===== src/rtl/lsu_dcache_req_arbiter_if.sv =====
// ============================================================================
// Module : lsu_dcache_req_arbiter_pkg / lsu_dcache_req_arbiter_if
// Brief  : Request/branch types and the requester <-> D$ handshake bundle
//          used by the LSU D$ request arbiter.
//          Bundle signals:
//            ptw_req/ptw_gnt  page-table walker request and grant
//            ld_req/ld_gnt    load pipeline request and grant
//            st_req/st_gnt    committed-store drain request and grant
//            dc_req/dc_ready  request presented to the D$ and its accept
//          master = requesters + D$ side, slave = arbiter.
// Rev    : 1.0  initial release
// ============================================================================
`default_nettype none

package lsu_dcache_req_arbiter_pkg;

  typedef struct packed {
    logic [11:0] br_mask;   // branches this uop is speculative under
    logic        load;
    logic        store;
  } uop_t;

  typedef struct packed {
    logic        dreq_valid;
    logic [39:0] addr;
    logic [63:0] data;
    uop_t        uop;
    logic        is_hella;  // walker request
  } dc_req_t;

  typedef struct packed {
    logic        mispredict;
    logic [11:0] mispredict_mask;
    logic [11:0] resolve_mask;
  } brupdate_t;

endpackage

interface lsu_dcache_req_arbiter_if;
  import lsu_dcache_req_arbiter_pkg::*;

  dc_req_t ptw_req;
  logic    ptw_gnt;
  dc_req_t ld_req;
  logic    ld_gnt;
  dc_req_t st_req;
  logic    st_gnt;
  dc_req_t dc_req;
  logic    dc_ready;

  modport master (
    output ptw_req, ld_req, st_req, dc_ready,
    input  ptw_gnt, ld_gnt, st_gnt, dc_req
  );

  modport slave (
    input  ptw_req, ld_req, st_req, dc_ready,
    output ptw_gnt, ld_gnt, st_gnt, dc_req
  );
endinterface

`default_nettype wire


===== src/rtl/lsu_dcache_req_arbiter.sv =====
// ============================================================================
// Module : lsu_dcache_req_arbiter
// Brief  : Shares the single D$ request port between the page-table walker,
//          the load pipeline and the committed-store drain. One registered
//          output buffer holds the winning request until the D$ accepts it.
//          Speculative loads are killed on mispredict/flush; a starvation
//          counter guarantees store forward progress.
// Ports  : clk        rising-edge clock
//          rst        asynchronous active-high reset
//          bus        requester/D$ handshake bundle (slave side)
//          stq_full   STQ full, store outranks loads
//          brupdate   branch resolve/mispredict broadcast
//          flush      pipeline flush, kills loads
//          starve_cnt store starvation count (debug)
// Rev    : 1.0  initial release
// ============================================================================
`default_nettype none

module lsu_dcache_req_arbiter
  import lsu_dcache_req_arbiter_pkg::*;
#(
  parameter int STARVE_LIM = 8,
  parameter int CNT_W      = 4
) (
  input  wire logic                      clk,
  input  wire logic                      rst,
  lsu_dcache_req_arbiter_if.slave        bus,
  input  wire logic                      stq_full,
  input  wire brupdate_t                 brupdate,
  input  wire logic                      flush,
  output logic [CNT_W-1:0]               starve_cnt
);

  localparam logic [CNT_W-1:0] c_starve_lim = CNT_W'(STARVE_LIM);

  logic             r_buf_v;
  dc_req_t          r_buf;
  logic [CNT_W-1:0] r_starve;

  logic    w_kill_buf;
  logic    w_kill_ld;
  logic    w_dc_fire;
  logic    w_can_acc;
  logic    w_ptw_v;
  logic    w_ld_v;
  logic    w_st_v;
  logic    w_st_force;
  logic    w_any_gnt;
  dc_req_t w_sel;
  dc_req_t w_nxt;

  // Only loads are speculative; walker and store requests are never killed.
  function automatic logic load_killed(input uop_t u, input logic fl,
                                       input brupdate_t bu);
    return u.load & (fl | (bu.mispredict & |(u.br_mask & bu.mispredict_mask)));
  endfunction

  assign w_kill_buf = r_buf_v & load_killed(r_buf.uop, flush, brupdate);
  assign w_kill_ld  = load_killed(bus.ld_req.uop, flush, brupdate);

  always_comb begin
    bus.dc_req            = r_buf;
    bus.dc_req.dreq_valid = r_buf_v & ~w_kill_buf;
  end

  assign w_dc_fire = bus.dc_req.dreq_valid & bus.dc_ready;
  // A killed buffer entry frees the slot in the same cycle it is dropped.
  assign w_can_acc = ~r_buf_v | w_dc_fire | w_kill_buf;

  assign w_ptw_v    = bus.ptw_req.dreq_valid;
  assign w_ld_v     = bus.ld_req.dreq_valid & ~w_kill_ld;
  assign w_st_v     = bus.st_req.dreq_valid;
  assign w_st_force = w_st_v & (stq_full | (r_starve == c_starve_lim));

  always_comb begin
    bus.ptw_gnt = 1'b0;
    bus.ld_gnt  = 1'b0;
    bus.st_gnt  = 1'b0;
    w_sel       = bus.st_req;
    if (w_can_acc) begin
      if (w_ptw_v) begin
        bus.ptw_gnt = 1'b1;
        w_sel       = bus.ptw_req;
      end else if (w_st_force) begin
        bus.st_gnt  = 1'b1;
        w_sel       = bus.st_req;
      end else if (w_ld_v) begin
        bus.ld_gnt  = 1'b1;
        w_sel       = bus.ld_req;
      end else if (w_st_v) begin
        bus.st_gnt  = 1'b1;
        w_sel       = bus.st_req;
      end
    end
  end

  assign w_any_gnt = bus.ptw_gnt | bus.ld_gnt | bus.st_gnt;

  // Captured request already sees this cycle's branch resolution.
  always_comb begin
    w_nxt             = w_sel;
    w_nxt.dreq_valid  = 1'b1;
    w_nxt.uop.br_mask = w_sel.uop.br_mask & ~brupdate.resolve_mask;
  end

  always_ff @(posedge clk or posedge rst) begin
    if (rst) begin
      r_buf_v <= 1'b0;
      r_buf   <= '0;
    end else if (w_any_gnt) begin
      r_buf_v <= 1'b1;
      r_buf   <= w_nxt;
    end else begin
      if (w_dc_fire | w_kill_buf) begin
        r_buf_v <= 1'b0;
      end
      // Only the branch mask may change while a request is held.
      r_buf.uop.br_mask <= r_buf.uop.br_mask & ~brupdate.resolve_mask;
    end
  end

  // Loss to the walker does not count; only losses to loads do.
  always_ff @(posedge clk or posedge rst) begin
    if (rst) begin
      r_starve <= '0;
    end else if (!w_st_v || bus.st_gnt) begin
      r_starve <= '0;
    end else if (bus.ld_gnt && (r_starve != c_starve_lim)) begin
      r_starve <= r_starve + 1'b1;
    end
  end

  assign starve_cnt = r_starve;

endmodule

`default_nettype wire

===== src/flat_wrapper.sv =====
// flat-port wrapper written by rule: the top's interface ports become plain ports
module lsu_dcache_req_arbiter_flat import lsu_dcache_req_arbiter_pkg::*;
#(
  parameter int STARVE_LIM = 8,
  parameter int CNT_W      = 4
)
  (clk, rst, stq_full, brupdate, flush, starve_cnt, bus_ptw_req, bus_ld_req, bus_st_req, bus_dc_ready, bus_ptw_gnt, bus_ld_gnt, bus_st_gnt, bus_dc_req);
  lsu_dcache_req_arbiter_if bus_i ();
  input  wire logic clk;
  input  wire logic rst;
  input  wire logic stq_full;
  input  wire brupdate_t brupdate;
  input  wire logic flush;
  output logic [CNT_W-1:0] starve_cnt;
  input wire logic [$bits(bus_i.ptw_req)-1:0] bus_ptw_req;
  input wire logic [$bits(bus_i.ld_req)-1:0] bus_ld_req;
  input wire logic [$bits(bus_i.st_req)-1:0] bus_st_req;
  input wire logic [$bits(bus_i.dc_ready)-1:0] bus_dc_ready;
  output wire logic [$bits(bus_i.ptw_gnt)-1:0] bus_ptw_gnt;
  output wire logic [$bits(bus_i.ld_gnt)-1:0] bus_ld_gnt;
  output wire logic [$bits(bus_i.st_gnt)-1:0] bus_st_gnt;
  output wire logic [$bits(bus_i.dc_req)-1:0] bus_dc_req;
  assign bus_i.ptw_req = bus_ptw_req;
  assign bus_i.ld_req = bus_ld_req;
  assign bus_i.st_req = bus_st_req;
  assign bus_i.dc_ready = bus_dc_ready;
  assign bus_ptw_gnt = bus_i.ptw_gnt;
  assign bus_ld_gnt = bus_i.ld_gnt;
  assign bus_st_gnt = bus_i.st_gnt;
  assign bus_dc_req = bus_i.dc_req;
  lsu_dcache_req_arbiter #(.STARVE_LIM(STARVE_LIM), .CNT_W(CNT_W)) u_core (.clk(clk), .rst(rst), .bus(bus_i), .stq_full(stq_full), .brupdate(brupdate), .flush(flush), .starve_cnt(starve_cnt));
endmodule

===== config.mk =====
export PLATFORM = sky130hd
export DESIGN_NAME = lsu_dcache_req_arbiter_flat
export DESIGN_NICKNAME = d
export VERILOG_FILES = /design/src/rtl/lsu_dcache_req_arbiter_if.sv /design/src/rtl/lsu_dcache_req_arbiter.sv /design/src/flat_wrapper.sv
export SDC_FILE = /design/constraint.sdc
export NUM_CORES = 1
export LEC_CHECK = 0
export CAP_MARGIN = 40
export CORE_AREA = 2 2 203 205
export CTS_BUF_LIST = sky130_fd_sc_hd__clkbuf_16
export DETAILED_ROUTE_END_ITERATION = 8
export DIE_AREA = 0 0 205 207
export SYNTH_ARGS = -nofsm -noshare
export SYNTH_HDL_FRONTEND = slang
export SYNTH_SLANG_ARGS = --single-unit

===== constraint.sdc =====
create_clock -name clk -period 7.6 [get_ports clk]
set_clock_uncertainty 0.15 [all_clocks]
set_input_delay 0.76 -clock clk [delete_from_list [all_inputs] [get_ports clk]]
set_output_delay 0.76 -clock clk [all_outputs]
set_load 0.005 [all_outputs]

==> impl_summary.log <==
INFO  metric run_status = completed
INFO  metric timing.critical_path.cells = clkdlybuf4s50_1 -> a222oi_1 -> nand3_1 -> o221ai_2 -> nand2_1 -> nor2_1 -> clkdlybuf4s50_1
INFO  metric clock_network_latency_to_the_later_pin_of_the_worst_skew_pair = ~430 ps
INFO  metric logic_gate_share_of_total_power = 38.7%
INFO  metric syn_nets = about 1.2k
INFO  metric clock-sinks = between 100 and 150
INFO  metric clock.fmax = ~0.20 GHz
INFO  metric worst_hold_margin = between 300 and 400 ps
INFO  metric layout-area-overhead-vs-synth = 82.8%
INFO  metric final.fill_count = between 4k and 5k
INFO  metric route.vias.total = roughly 8.1k
INFO  metric synth_top_area_share = between 40% and 50%
INFO  metric placed_cell_areas = between 10000 and 15000 µm²
INFO  metric post-dp-hpwl = 25.9 mm
INFO  metric initial_utilization = between 10% and 20%
INFO  metric n_antenna_cell = 0
INFO  metric place_inst = between 1.5k and 2k
INFO  metric yosysTopAreaCell = dfrtp_1
INFO  metric finalNonFillerCells = ~1.8k
INFO  metric detailedRoute.firstIterationViolations = roughly 390
INFO  metric final.setup.worst_slack = 2690 ps
INFO  metric hold_violations = 0
INFO  metric finalNetCount = about 1.6k
INFO  metric critPathMaxFanout = 20
INFO  metric switchingPower = 0.895 mW
INFO  metric power.static_leakage = between 5 and 6 nW
INFO  metric die_h = a little over 200 µm
INFO  metric clkSlewWorstSetupHoldPaths = about 60 ps
INFO  metric ys_seq_area_share = just over 40%
INFO  metric final_layout_size_suffix_gt1_share = between 10% and 20%
INFO  metric share_seq_of_total_power = 32.5%
INFO  metric max_cap_viols = 0
INFO  metric grt_pass1_wl = 50.6 mm
INFO  metric detail_route.wirelength = between 30 and 40 mm
INFO  metric power.density_cell_area = between 200 and 250 nW/µm²
INFO  metric viasPerCell = 4.52
INFO  metric placement_rows = 74
INFO  metric gr-usage-all-layers = approximately 16%
INFO  metric number_of_antenna_violations_at_the_first_check_in_global_routing = 0
INFO  metric io_pins = between 500 and 600
INFO  metric synth_cell_types = 42
INFO  metric netlist_instances = around 770
INFO  metric final-setup-viol-count = 0
INFO  metric clk_path_buf_depth = 2
INFO  metric cts_setup_buffers = 0
INFO  metric critical_path_class = input port to output port
INFO  metric io_buffers = 516
INFO  metric gp_congestion = approximately 0.87
INFO  metric tightestPinTransition = 897 ps
INFO  metric design.die.area = ~42000 µm²
INFO  metric slowest_delay = roughly 730 ps
INFO  metric cts_made_buffers = 17
INFO  metric commonest_cells_after_routing_fill_and_taps_aside = clkdlybuf4s50_1 (515), dfrtp_1 (124), nor2_1 (115)
INFO  metric final_area = about 14000 µm²
INFO  metric cts_tree = yes
INFO  metric worst_ir_drop_vdd = between 100 and 150 µV
INFO  metric final_antenna_net_count = 0
INFO  metric finish.utilization = between 30% and 40%
INFO  metric synthesis.area_per_instance = a little under 10 µm²
INFO  metric postSynth.topFlopCell = dfrtp_1
INFO  metric synthTopCellsByArea = dfrtp_1 (41%), a211oi_2 (15%), mux2i_1 (14%), a21oi_1 (7.4%), nor2_1 (5.7%)
INFO  metric clkPwrFrac = 28.8%
INFO  metric ctsHoldBuffers = 0
INFO  metric cts_resized = 0
INFO  metric post-route-min-period = around 4900 ps
INFO  metric crit_path_top_delay_cell = nand2_1
INFO  metric dr.pass1.iters = 7
INFO  metric post-place-ws = around 2800 ps
INFO  metric core = 40400 µm²
INFO  metric number_of_enable_type_register_cells_in_the_synthesized_netlist = 0
INFO  metric rsz0062_at_grt = false
INFO  metric critPathCaptureType = output port
INFO  metric grt_max_degree = 64
INFO  metric setup.worst_path.start_class = input port
INFO  metric setup_tns = 0 ps
INFO  metric die-width = between 200 and 250 µm
INFO  metric cpLargestDelayFamily = simple AND/OR/NAND/NOR gates
INFO  metric critPathBufInv = 2
INFO  metric postSynthRegisterBits = approximately 120
INFO  metric totalPowerFinal = around 2.8 mW
INFO  metric power.switching_fraction = a little under a third
INFO  metric route.detailed.drc = 0
INFO  metric worstPathRequired = approximately 6700 ps
INFO  metric clock_tree.root_cell = clkbuf_16
INFO  metric total_congestion_overflow_after_global_routing = 0
INFO  metric internal_cell_power = just under 2 mW
INFO  metric asyncSetResetFlopFracSynth = between 90% and 100%
INFO  metric relSlewSlack = 40.2%
INFO  metric fraction_of_the_cycle_the_final_worst_path_needs = between 60% and 70%
INFO  metric number_of_global_route_vias_before_repair = ~8.6k
INFO  metric cp_data_arrival_time = about 4000 ps
INFO  metric hold_path.class = flip-flop to flip-flop
INFO  metric cts.htree.levels = 4
INFO  metric critical_path.most_common_cell = clkdlybuf4s50_1
INFO  metric post_synth_instance_area = about 7600 µm²
INFO  metric ys_warn_count = 0
INFO  metric routed_wire_length_per_instance = roughly 19 µm
INFO  metric mostFrequentLayoutCell = clkdlybuf4s50_1
INFO  metric finalMaxSlewViolations = 0
-- synthesized netlist by cell type (all sizes together) (3+ instances only) --
library cell  instances
dfrtp               124
nor2                116
a21oi               112
a211oi              107
mux2i               105
buf                  36
clkbuf               32
inv                  30
a31o                 13
a31oi                12
nand2                12
o211ai               10
o32ai                10
o21ai                 7
a22oi                 6
nand2b                5
nand3                 3
o31ai                 3
-- final cells by class --
class / count / area [µm²] / share of cell area (%)
tap: 532 / 666 / 4.78
timing repair buffer: 532 / 5340 / 38.4
clock buffer: 17 / 425 / 3.06
clock inverter: 15 / 149 / 1.07
sequential: 124 / 3100 / 22.3
inverter: 30 / 118 / 0.845
multi-input combinational: 547 / 4120 / 29.6
-- path summary, 6_finish.rpt --
path | from | to | slack [ps] | cells past startpoint
max in group asynchronous | rst | u_core.bus.dc_req[0] | 5520 | 4
max | brupdate[16] | bus_ld_gnt | 2690 | 7
min reg2reg | u_core.bus.dc_req[88] | u_core.bus.dc_req[88] | 360 | 1
max reg2reg | u_core.bus.dc_req[5] | u_core.bus.dc_req[39] | 4010 | 9
min | u_core.bus.dc_req[88] | u_core.bus.dc_req[88] | 360 | 1
min in group asynchronous | rst | u_core.bus.dc_req[30] | 630 | 2
-- per-layer routing --
layer  wire length [µm]  up-vias  track usage, %
li1                   -     3836               -
met3               2850       38            4.66
met2              16400      396            26.8
met4                590        0            4.17
met5                  0        -               0
met1              13800     3860            18.6
-- power groups by stage --
| stage | Combinational (mW) | Clock (mW) | Sequential (mW) |
|---|---|---|---|
| after global placement | 1.09 | 0 | 0.923 |
| after floorplan | 0.409 | 0 | 0.923 |
| final | 1.10 | 0.814 | 0.921 |
| after global routing | 1.17 | 0.872 | 0.939 |
| after CTS | 1.11 | 0.847 | 0.921 |
| after detailed placement | 1.11 | 0 | 0.927 |
-- worst register-to-register path, delay by kind of cell (launching register included) --
kind                   cells  cell delay [ps]
buffers and inverters      3             1460
AOI/OAI and AO/OA          5             1280
DFF                        1              430
and+or+nand+nor            1              190
-- cell families after synthesis --
logic type / synth area share [%]
multiplexers: 13.8
adder cells (fa/ha/maj): 0.329
AND/OR/NAND/NOR: 7.74
AO/OA/AOI/OAI: 31.7
flip-flops: 40.7
XOR/XNOR: 0.115
buffers and inverters: 5.59
-- flip-flops by register name (all words and copies together), names as in the netlist --
register	flops
u_core.bus.dc_req	119
u_core.starve_cnt	4
u_core.r_buf_v	1
(Power assumes the default switching activity.)
